## src/rtl/riscv_pkg.sv

```systemverilog
// RV32I shared definitions: opcodes, instruction formats, decoded-field bundle.
// Imported by the decoder and the instruction encoder.
package riscv_pkg;

    typedef enum logic [6:0] {
        OPC_LOAD    = 7'b0000011,
        OPC_MISCMEM = 7'b0001111,
        OPC_OPIMM   = 7'b0010011,
        OPC_AUIPC   = 7'b0010111,
        OPC_STORE   = 7'b0100011,
        OPC_OP      = 7'b0110011,
        OPC_LUI     = 7'b0110111,
        OPC_BRANCH  = 7'b1100011,
        OPC_JALR    = 7'b1100111,
        OPC_JAL     = 7'b1101111,
        OPC_SYSTEM  = 7'b1110011
    } opcode_e;

    typedef enum logic [2:0] {
        FMT_R,
        FMT_I,
        FMT_S,
        FMT_B,
        FMT_U,
        FMT_J,
        FMT_X
    } fmt_e;

    typedef struct packed {
        logic [6:0]  opcode;
        logic [2:0]  funct3;
        logic [6:0]  funct7;
        logic [4:0]  rd;
        logic [4:0]  rs1;
        logic [4:0]  rs2;
        logic [31:0] imm;
    } dec_t;

    localparam int INSTR_W = 32;

    function automatic fmt_e fmt_of(input logic [6:0] op);
        fmt_e f;
        case (op)
            OPC_LUI, OPC_AUIPC: f = FMT_U;
            OPC_JAL:            f = FMT_J;
            OPC_JALR,
            OPC_LOAD,
            OPC_OPIMM,
            OPC_MISCMEM,
            OPC_SYSTEM:         f = FMT_I;
            OPC_STORE:          f = FMT_S;
            OPC_BRANCH:         f = FMT_B;
            OPC_OP:             f = FMT_R;
            default:            f = FMT_X;
        endcase
        return f;
    endfunction

endpackage

```

## src/rtl/instr_enc_fifo.sv

```systemverilog
// Output buffer of the instruction encoder: DEPTH-entry FIFO.
// Read data reads as zero whenever the buffer is empty.
module instr_enc_fifo
    import riscv_pkg::*;
#(
    parameter int DEPTH = 2,
    parameter int W     = INSTR_W + 1
) (
    input  logic         clk,
    input  logic         rst_n,
    input  logic         push,
    input  logic [W-1:0] din,
    input  logic         pop,
    output logic [W-1:0] dout,
    output logic         full,
    output logic         empty
);

    localparam int AW = $clog2(DEPTH);

    logic [W-1:0]  mem [DEPTH];
    logic [AW-1:0] wp;
    logic [AW-1:0] rp;
    logic [AW:0]   cnt;

    assign full  = cnt == (AW+1)'(DEPTH);
    assign empty = cnt == '0;
    assign dout  = empty ? '0 : mem[rp];

    // pointers wrap naturally since DEPTH is a power of two
    always_ff @(posedge clk or negedge rst_n) begin
        if (!rst_n) begin
            wp  <= '0;
            rp  <= '0;
            cnt <= '0;
            for (int i = 0; i < DEPTH; i++) begin
                mem[i] <= '0;
            end
        end else begin
            if (push) begin
                mem[wp] <= din;
                wp      <= wp + AW'(1);
            end
            if (pop) begin
                rp <= rp + AW'(1);
            end
            unique case ({push, pop})
                2'b10:   cnt <= cnt + (AW+1)'(1);
                2'b01:   cnt <= cnt - (AW+1)'(1);
                default: cnt <= cnt;
            endcase
        end
    end

endmodule

```

## src/rtl/instr_encoder.sv

```systemverilog
// RV32I instruction encoder: decoded fields in, 32-bit words out via a FIFO.
// Define INSTR_ENC_ILLEGAL_CHECK_EN to flag (and zero) unencodable words.
module instr_encoder
    import riscv_pkg::*;
#(
    parameter int DEPTH = 2,
    parameter int CNT_W = 32
) (
    input  logic             clk,
    input  logic             rst_n,
    input  logic             in_valid,
    output logic             in_ready,
    input  logic [6:0]       in_opcode,
    input  logic [2:0]       in_funct3,
    input  logic [6:0]       in_funct7,
    input  logic [4:0]       in_rd,
    input  logic [4:0]       in_rs1,
    input  logic [4:0]       in_rs2,
    input  logic [31:0]      in_imm,
    output logic             out_valid,
    input  logic             out_ready,
    output logic [31:0]      out_instr,
    output logic             out_illegal,
    output logic [CNT_W-1:0] enc_count
);

    dec_t        d;
    fmt_e        fmt;
    logic        shamt;
    logic [31:0] raw;
    logic [31:0] word;
    logic        illegal;
    logic        push;
    logic        pop;
    logic        full;
    logic        empty;
    logic [32:0] dout;

    assign d = '{
        opcode: in_opcode,
        funct3: in_funct3,
        funct7: in_funct7,
        rd:     in_rd,
        rs1:    in_rs1,
        rs2:    in_rs2,
        imm:    in_imm
    };

    assign fmt   = fmt_of(d.opcode);
    assign shamt = (d.opcode == OPC_OPIMM) && (d.funct3[1:0] == 2'b01);

    always_comb begin
        raw = '0;
        unique case (1'b1)
            fmt == FMT_U:
                raw = {d.imm[31:12], d.rd, d.opcode};
            fmt == FMT_J:
                raw = {d.imm[20], d.imm[10:1], d.imm[11],
                       d.imm[19:12], d.rd, d.opcode};
            fmt == FMT_I && shamt:
                raw = {d.funct7, d.imm[4:0], d.rs1,
                       d.funct3, d.rd, d.opcode};
            fmt == FMT_I && !shamt:
                raw = {d.imm[11:0], d.rs1, d.funct3,
                       d.rd, d.opcode};
            fmt == FMT_S:
                raw = {d.imm[11:5], d.rs2, d.rs1,
                       d.funct3, d.imm[4:0], d.opcode};
            fmt == FMT_B:
                raw = {d.imm[12], d.imm[10:5], d.rs2, d.rs1,
                       d.funct3, d.imm[4:1], d.imm[11], d.opcode};
            default:
                raw = {d.funct7, d.rs2, d.rs1,
                       d.funct3, d.rd, d.opcode};
        endcase
    end

`ifdef INSTR_ENC_ILLEGAL_CHECK_EN
    logic imm12_ok;

    assign imm12_ok = (&d.imm[31:11]) | ~(|d.imm[31:11]);

    always_comb begin
        illegal = 1'b0;
        case (fmt)
            FMT_X:        illegal = 1'b1;
            FMT_B, FMT_J: illegal = d.imm[0];
            FMT_I, FMT_S: illegal = !imm12_ok;
            FMT_U:        illegal = |d.imm[11:0];
            default:      illegal = 1'b0;
        endcase
        case (d.opcode)
            OPC_OP:
                if (d.funct7 != 7'h00 && d.funct7 != 7'h20)
                    illegal = 1'b1;
            OPC_LOAD:
                if (d.funct3 == 3'b011 || d.funct3[2:1] == 2'b11)
                    illegal = 1'b1;
            OPC_STORE:
                if (d.funct3 > 3'b010)
                    illegal = 1'b1;
            OPC_BRANCH:
                if (d.funct3[2:1] == 2'b01)
                    illegal = 1'b1;
            OPC_JALR:
                if (d.funct3 != 3'b000)
                    illegal = 1'b1;
            default: ;
        endcase
    end

    assign word = illegal ? '0 : raw;
`else
    assign illegal = 1'b0;
    assign word    = raw;
`endif

    // no pass-through: a full buffer refuses even if the consumer pops
    assign in_ready  = rst_n & ~full;
    assign push      = in_valid & in_ready;
    assign pop       = out_valid & out_ready;
    assign out_valid = ~empty;

    instr_enc_fifo #(
        .DEPTH (DEPTH),
        .W     (33)
    ) u_fifo (
        .clk   (clk),
        .rst_n (rst_n),
        .push  (push),
        .din   ({illegal, word}),
        .pop   (pop),
        .dout  (dout),
        .full  (full),
        .empty (empty)
    );

    assign out_instr   = dout[31:0];
    assign out_illegal = dout[32];

    always_ff @(posedge clk or negedge rst_n) begin
        if (!rst_n) begin
            enc_count <= '0;
        end else if (push) begin
            enc_count <= enc_count + CNT_W'(1);
        end
    end

endmodule

```

## config.mk

```make
export PLATFORM = sky130hd
export DESIGN_NAME = instr_encoder
export DESIGN_NICKNAME = d
export VERILOG_FILES = /design/src/rtl/riscv_pkg.sv /design/src/rtl/instr_enc_fifo.sv /design/src/rtl/instr_encoder.sv
export SDC_FILE = /design/constraint.sdc
export NUM_CORES = 1
export LEC_CHECK = 0
export BUFFER_PORTS_ARGS = -buffer_cell sky130_fd_sc_hd__buf_2
export CAP_MARGIN = 20
export CORE_MARGIN = 1.5
export CORE_UTILIZATION = 45
export CTS_CLUSTER_DIAMETER = 200
export DETAILED_ROUTE_END_ITERATION = 8
export PLACE_DENSITY = 0.69
export SYNTH_ARGS = -nofsm -noshare
export SYNTH_HDL_FRONTEND = slang
export SYNTH_SLANG_ARGS = --single-unit
```

## constraint.sdc

```tcl
create_clock -name clk -period 2 [get_ports clk]
set_clock_uncertainty 0.2 [all_clocks]
set_input_delay 0.3 -clock clk [delete_from_list [all_inputs] [get_ports clk]]
set_output_delay 0.3 -clock clk [all_outputs]
set_load 0.01 [all_outputs]
```

# Yosys cells after proc, flatten, opt, wreduce, memory -nomap -nowiden
# Cells that the tools add are included.
word_totals:
  inputBits: 68
  out_inout_bits: 67
  register_bits: 102
  wordCells: 60
op_classes:
  muxes: 10
  bitwise: 7
  addsub: 5
  eq_ne: 20
  reduce_logical: 9
  order_cmp: 3
ops:
  columns: ["operator", "count"]
  rows:
  - ["$pmux 32 s6", 1]
  - ["$mux 33", 5]
  - ["$bwmux 66", 1]
  - ["$demux 33 s1", 1]
  - ["$add 32x1->32 const B", 1]
  - ["$eq 7x7->1 const B", 4]
  - ["$eq 7x6->1 const B", 3]
  - ["$pmux 3 s6", 1]
  - ["$eq 7x5->1 const B", 2]
  - ["$eq 7x2->1 const B", 1]
  - ["$eq 7x4->1 const B", 1]
  - ["$eq 3x2->1 const B", 2]
  - ["$eq 3x3->1 const B", 2]
  - ["$reduce_or 5->1", 1]
  - ["$eq 2x1->1 const B", 2]
  - ["$eq 2x2->1 const B", 2]
  - ["$ge 2x2->1 const B", 2]
  - ["$logic_and 1x1->1", 4]
  - ["$not 1->2", 2]
  - ["$pmux 2 s2", 1]
  - ["$and 1x1->1", 3]
  - ["$eq 3x1->1 const B", 1]
  - ["$add 1x1->1 const B", 2]
  - ["$add 2x1->2 const B", 1]
  - ["other kinds (7)", 8]

# Logic depth before layout (Yosys ltp)
logic_depth:
  ltp_word: 7
  depth_mapped: 7
  depth_no_buf: 7

# Modules after synthesis
# A second synthesis with hierarchy kept.
hier_totals:
  cells_unflattened: 444
  area_unflattened_um2: 5371.4
modules_own_cells:
  columns: ["mod", "cells_each", "seq_area_each_um2", "area_each_um2", "instances"]
  rows:
  - ["instr_enc_fifo", 227, 1751.7, 3150.5, 1]
  - ["instr_encoder", 217, 800.8, 2220.9, 1]

# Worst setup path after synthesis
# No wires, ideal clock.
synth_path:
  path_kind: "input to register"
  startpoint: "in in_opcode[5]"
  endpoint: "reg u_fifo.mem[21] in the netlist's numbering"
  setup_slack_ps: 193
  required_ps: 1667
  path_stages: 7
  arrival_ps: 1474
  cell_sequence: "buf_6 -> or3b_1 -> buf_2 -> a21oi_1 -> o21ai_2 -> a31oi_1 -> a21oi_1"
synth_between:
  elab_chain_len: 7
  word_cells_on_any_way: 25
  classes_between: "eq/ne: 16; mux: 3; reduce/logical: 6"
synth_rtl:
  columns: ["item", "line_no", "source"]
  rows:
  - ["start, declared", "instr_encoder.sv:13", "input logic [6:0] in_opcode,"]
  - ["$eq 7x5->1 (tied with other cells)", "riscv_pkg.sv:43, instr_encoder.sv:50", null]
  - ["$reduce_or 5->1 / $reduce_or 2->1 (equally long branches)", "riscv_pkg.sv:43", "case (op)"]
  - ["$pmux 3 s6", "riscv_pkg.sv:43", null]
  - ["$eq 3x1->1", "instr_encoder.sv:60, instr_encoder.sv:63", null]
  - ["$logic_and 1x1->1 (on tied branches)", "instr_encoder.sv:63, instr_encoder.sv:60", null]
  - ["$pmux 32 s6 (*)", "instr_encoder.sv:54", "unique case (1'b1)"]
  - ["$bwmux 66 (*)", "instr_enc_fifo.sv:41", "mem[wp] <= din;"]
  - ["end signal, assigned by index", "instr_enc_fifo.sv:41", null]
  - ["end, declared", "instr_enc_fifo.sv:21", "logic [W-1:0] mem [DEPTH];"]
# Every way passes the cells marked *; elsewhere a longest branch is shown, timed or not.
# A chain may end at the register's enable or synchronous reset.

# Final worst setup path
layout_path:
  startpoint: "reg u_fifo.rp"
  endpoint: "out out_instr[31]"
layout_between:
  elab_chain_len: 5
layout_rtl:
  columns: ["item", "line_no", "source"]
  rows:
  - ["start, declared", "instr_enc_fifo.sv:23", "logic [AW-1:0] rp;"]
  - ["start signal, assigned", "instr_enc_fifo.sv:45", "rp <= rp + AW'(1);"]
  - ["$not 1->2 (implied by the code)", "instr_enc_fifo.sv:28", "assign dout = empty ? '0 : mem[rp];"]
  - ["$mux 33 (implied by the code) (3 in series)", "instr_enc_fifo.sv:28", null]
  - ["$mux 33", "instr_enc_fifo.sv:28", null]
  - ["end, declared", "instr_encoder.sv:22", "output logic [31:0] out_instr,"]
# No other way between the ends. The select of a mux whose other input is x is not followed.

==> run_results.csv <==
group,metric,value,unit
global_routing,grt_max_degree,101,
synthesis,synthDistinctLibCells,60,
global_routing,grt_pass1_wl,22000,µm
cts,clock_latency,0.34,ns
power_and_ir_drop,p_leak,0.00340,µW
route,postRouteWirelength,13700,µm
synthesis,netlist_instances,556,
die,ios,135,
timing,relSlewSlack,0.650,
layout,final_core_util,0.583,
setup_path,start_kind,"register",
synthesis,syn_area,5370,µm²
synthesis,ys_ff_latch,100,
route,num_vias,4593,
synthesis,synth_compound_area_frac,0.118,
setup_path,critPathMaxFanout,9,
die,die-area,12600,µm²
route,wire_per_inst,16.1,µm
power_and_ir_drop,worst_ir_drop_vdd,0.490,mV
global_routing,grt.total_usage,0.217,
synthesis,synthMuxAreaShare,0.0839,
power_and_ir_drop,p_total,8430,µW
timing,max_slew.worst_pin.slew,0.525,ns
cts,numCtsBuffers,9,
route,first_iter_violations,306,
placed_design,portBuffers,133,
die,rows,39,
timing,rsz0062_at_grt,"yes",
die,core-area,11500,µm²
global_routing,overflow,0,
layout,diodes,0,
layout,final-seq-area,2500,µm²
synthesis,synth_top_family_by_area,"simple AND/OR/NAND/NOR gates",
global_routing,antenna_found_initial,0,
setup_path,worstPathArrival,1.46,ns
synthesis,yosysSeqAreaShare,0.466,
layout,finalNetCount,769,
cts,numClockSinks,100,
synthesis,synthAdderAreaFrac,0.00466,
synthesis,synth_fp_nets,626,
worst_hold_path,hold_path_depth,3,
synthesis,ys_dominant_reg_cell,"dfrtp_1",
worst_hold_path,min_to,"u_fifo.mem[60]",
run_status,outcome,"finished with violations",
cts,cts_buffer_depth,2,
timing,fin_ws,0.0394,ns
synthesis,synth_simple_gate_area_share,0.227,
route,drt_pass1_iterations,8,
setup_path,cp.required,1.50,ns
setup_path,reg2reg_setup_slack,0.13,ns
cts,cts_root_buffer,"clkbuf_16",
power_and_ir_drop,p_per_area,1260,nW/µm²
timing,finalCritPeriodShare,0.980,
synthesis,synth_xor_area_frac,0.0588,
layout,layout-drive-gt1-share,0.304,
cts,cts_tree,"yes",
setup_path,timing.rr.start,"enc_count[0]",
cts,cts.reportedPaths.clkPinSlew,0.07,ns
timing,period_needed,1.96,ns
run_status,failed_checks,"design-rule violations",
die,die_h,112,µm
synthesis,yosysWarnings,0,
setup_path,slowest_delay,0.49,ns
setup_path,crit_chain,"buf_12 > mux2i_1 > nor2_1 > buf_2",
worst_hold_path,hold_path_class,"in -> reg",
synthesis,synth-edff-count,0,
route,vias_per_cell,5.43,
placed_design,hpwl,9550,µm
setup_path,worst_setup_path_end_kind,"output port",
route,antenna_left,0,
setup_path,r2r_end,"enc_count[24]",
timing,max_freq,510,MHz
worst_hold_path,min_from,"in_funct7[2]",
placed_design,place_congestion,0.898,
die,fp.dieW,112,µm
setup_path,ff2ff_path_depth,6,
synthesis,async_reset_ff_frac,1.00,
layout,areaGrowthSynthToFinish,25.1,%
timing,setup_viol,0,
setup_path,crit_type,"reg -> out",
die,initial_core_util,0.466,
global_routing,grt_pass1_vias,4477,
timing,finalHoldViolCount,0,
layout,nFillCells,1041,
placed_design,dp_slack,-0.0469,ns
timing,drv_slew,0,
setup_path,critPathSlowestCell,"dfrtp_2",
job,maxCapViolCount,0,
synthesis,synth_area_per_cell,9.65,µm²
route,drc_errors,9,
layout,multi_input_area,2680,µm²
cts,htreeDepth,3,
layer usage:
metal	track usage	vias to the layer above	share of wire
met1	0.305	2226	0.46
met2	0.352	159	0.48
met3	0.0259	13	0.054
met4	0.0734	0	0.013
met5	0	-	0
li1	-	2195	-
Yosys cell counts, types with 2 or more instances:
library cell | instances | area share
a21oi_1 | 11 | 0.010
nor4b_4 | 2 | 0.0089
a221o_1 | 4 | 0.0075
and4_1 | 2 | 0.0033
inv_1 | 6 | 0.0042
clkbuf_1 | 11 | 0.0077
nand4_1 | 11 | 0.013
nor2b_1 | 4 | 0.0047
nand3_1 | 15 | 0.014
nand2_1 | 96 | 0.067
ha_1 | 2 | 0.0047
a211oi_1 | 4 | 0.0056
o21ai_0 | 25 | 0.023
a221oi_2 | 6 | 0.017
buf_4 | 5 | 0.0070
and3b_1 | 2 | 0.0033
and2_1 | 18 | 0.021
o211ai_1 | 2 | 0.0028
nand2b_1 | 5 | 0.0058
and3_1 | 4 | 0.0047
nor2_1 | 68 | 0.048
mux2i_1 | 45 | 0.084
xor2_1 | 12 | 0.020
nor3_2 | 4 | 0.0075
a31oi_1 | 18 | 0.021
dfrtp_1 | 100 | 0.47
xnor2_1 | 24 | 0.039
buf_6 | 4 | 0.0084
buf_2 | 14 | 0.013
o21ai_2 | 2 | 0.0033
cells in the final DEF (no fill, tap or decap), types with 4 or more instances in the layout:
cell type  count
buf_4         23
nand2_1       96
a211oi_1       4
a21oi_1       11
buf_2        132
clkbuf_16     11
a31oi_1       18
a221oi_2       6
and3_1         4
and2_1        18
inv_1          6
mux2i_1       44
o21ai_0       25
buf_12         6
nor2_1        66
a221o_1        4
xor2_1        12
nand2b_1       5
nand4_1       11
xnor2_1       24
dfrtp_1       99
nand3_1       15
cell type report:
type	instances	area share
inverter	6	0.00336
tap	143	0.0267
multi-input combinational	416	0.399
sequential	100	0.373
clock inverter	4	0.00746
clock buffer	11	0.0362
timing repair buffer	166	0.154
cells by family (layout without fill, tap and decap cells):
logic type / Yosys count / count (layout)
DFF: 100 / 100
buffers and inverters: 40 / 187
adders and majority gates: 2 / 2
and+or+nand+nor: 247 / 247
AOI/OAI and AO/OA: 85 / 85
other: 1 / 1
muxes: 45 / 45
xor gates and xnor gates: 36 / 36
worst max path at each step:
stage	startpoint	to	slack [ns]	cells after the start
after CTS	u_fifo.rp	out_instr[0]	0.001	4
after global placement	in_opcode[6]	u_fifo.mem[20]	-0.04	7
after detailed placement	in_opcode[3]	u_fifo.mem[20]	-0.05	7
after global routing	u_fifo.cnt[1]	enc_count[25]	-0.02	5
after floorplan	in_opcode[5]	u_fifo.mem[21]	0.19	7
final	u_fifo.rp	out_instr[31]	0.04	4
flip-flops by register name, indices dropped and copies added (netlist names):
signal      cells
enc_count      32
u_fifo.cnt      2
u_fifo.mem     64
u_fifo.rp       1
u_fifo.wp       1
stage by stage:
stage          instances  TNS (ns)  instance area [µm²]  hold WS, ns
2_1_floorplan        556         0                 5370       -0.196
3_3_place_gp         826   -0.0608                 6300        0.256
3_5_place_dp         826    -0.455                 6300        0.262
4_1_cts              842         0                 6610       0.0198
5_1_grt              846    -0.101                 6710       0.0418
6_report             846         0                 6710       0.0328
where the power goes:
part,internal (µW),switching [µW],total (µW)
sequential,2740,451,3190
combinational,1590,1910,3490
clock,996,749,1750
total,5320,3110,8430
repair_timing:
action	in CTS	in global routing
pin swaps	0	1
cloned	0	3
hold buffers	1	0
gates resized for setup	2	7
buffers inserted	0	1
endpoints found under the setup margin	21	40
hold endpoints to repair	100	0
worst max-delay path: cells and delay by family, from the launching register on:
family / cells / cell delay (ns)
buffers and inverters: 2 / 0.33
DFF: 1 / 0.49
muxes: 1 / 0.24
and+or+nand+nor: 1 / 0.06
Note: power is estimated with default switching activity, not from simulation.
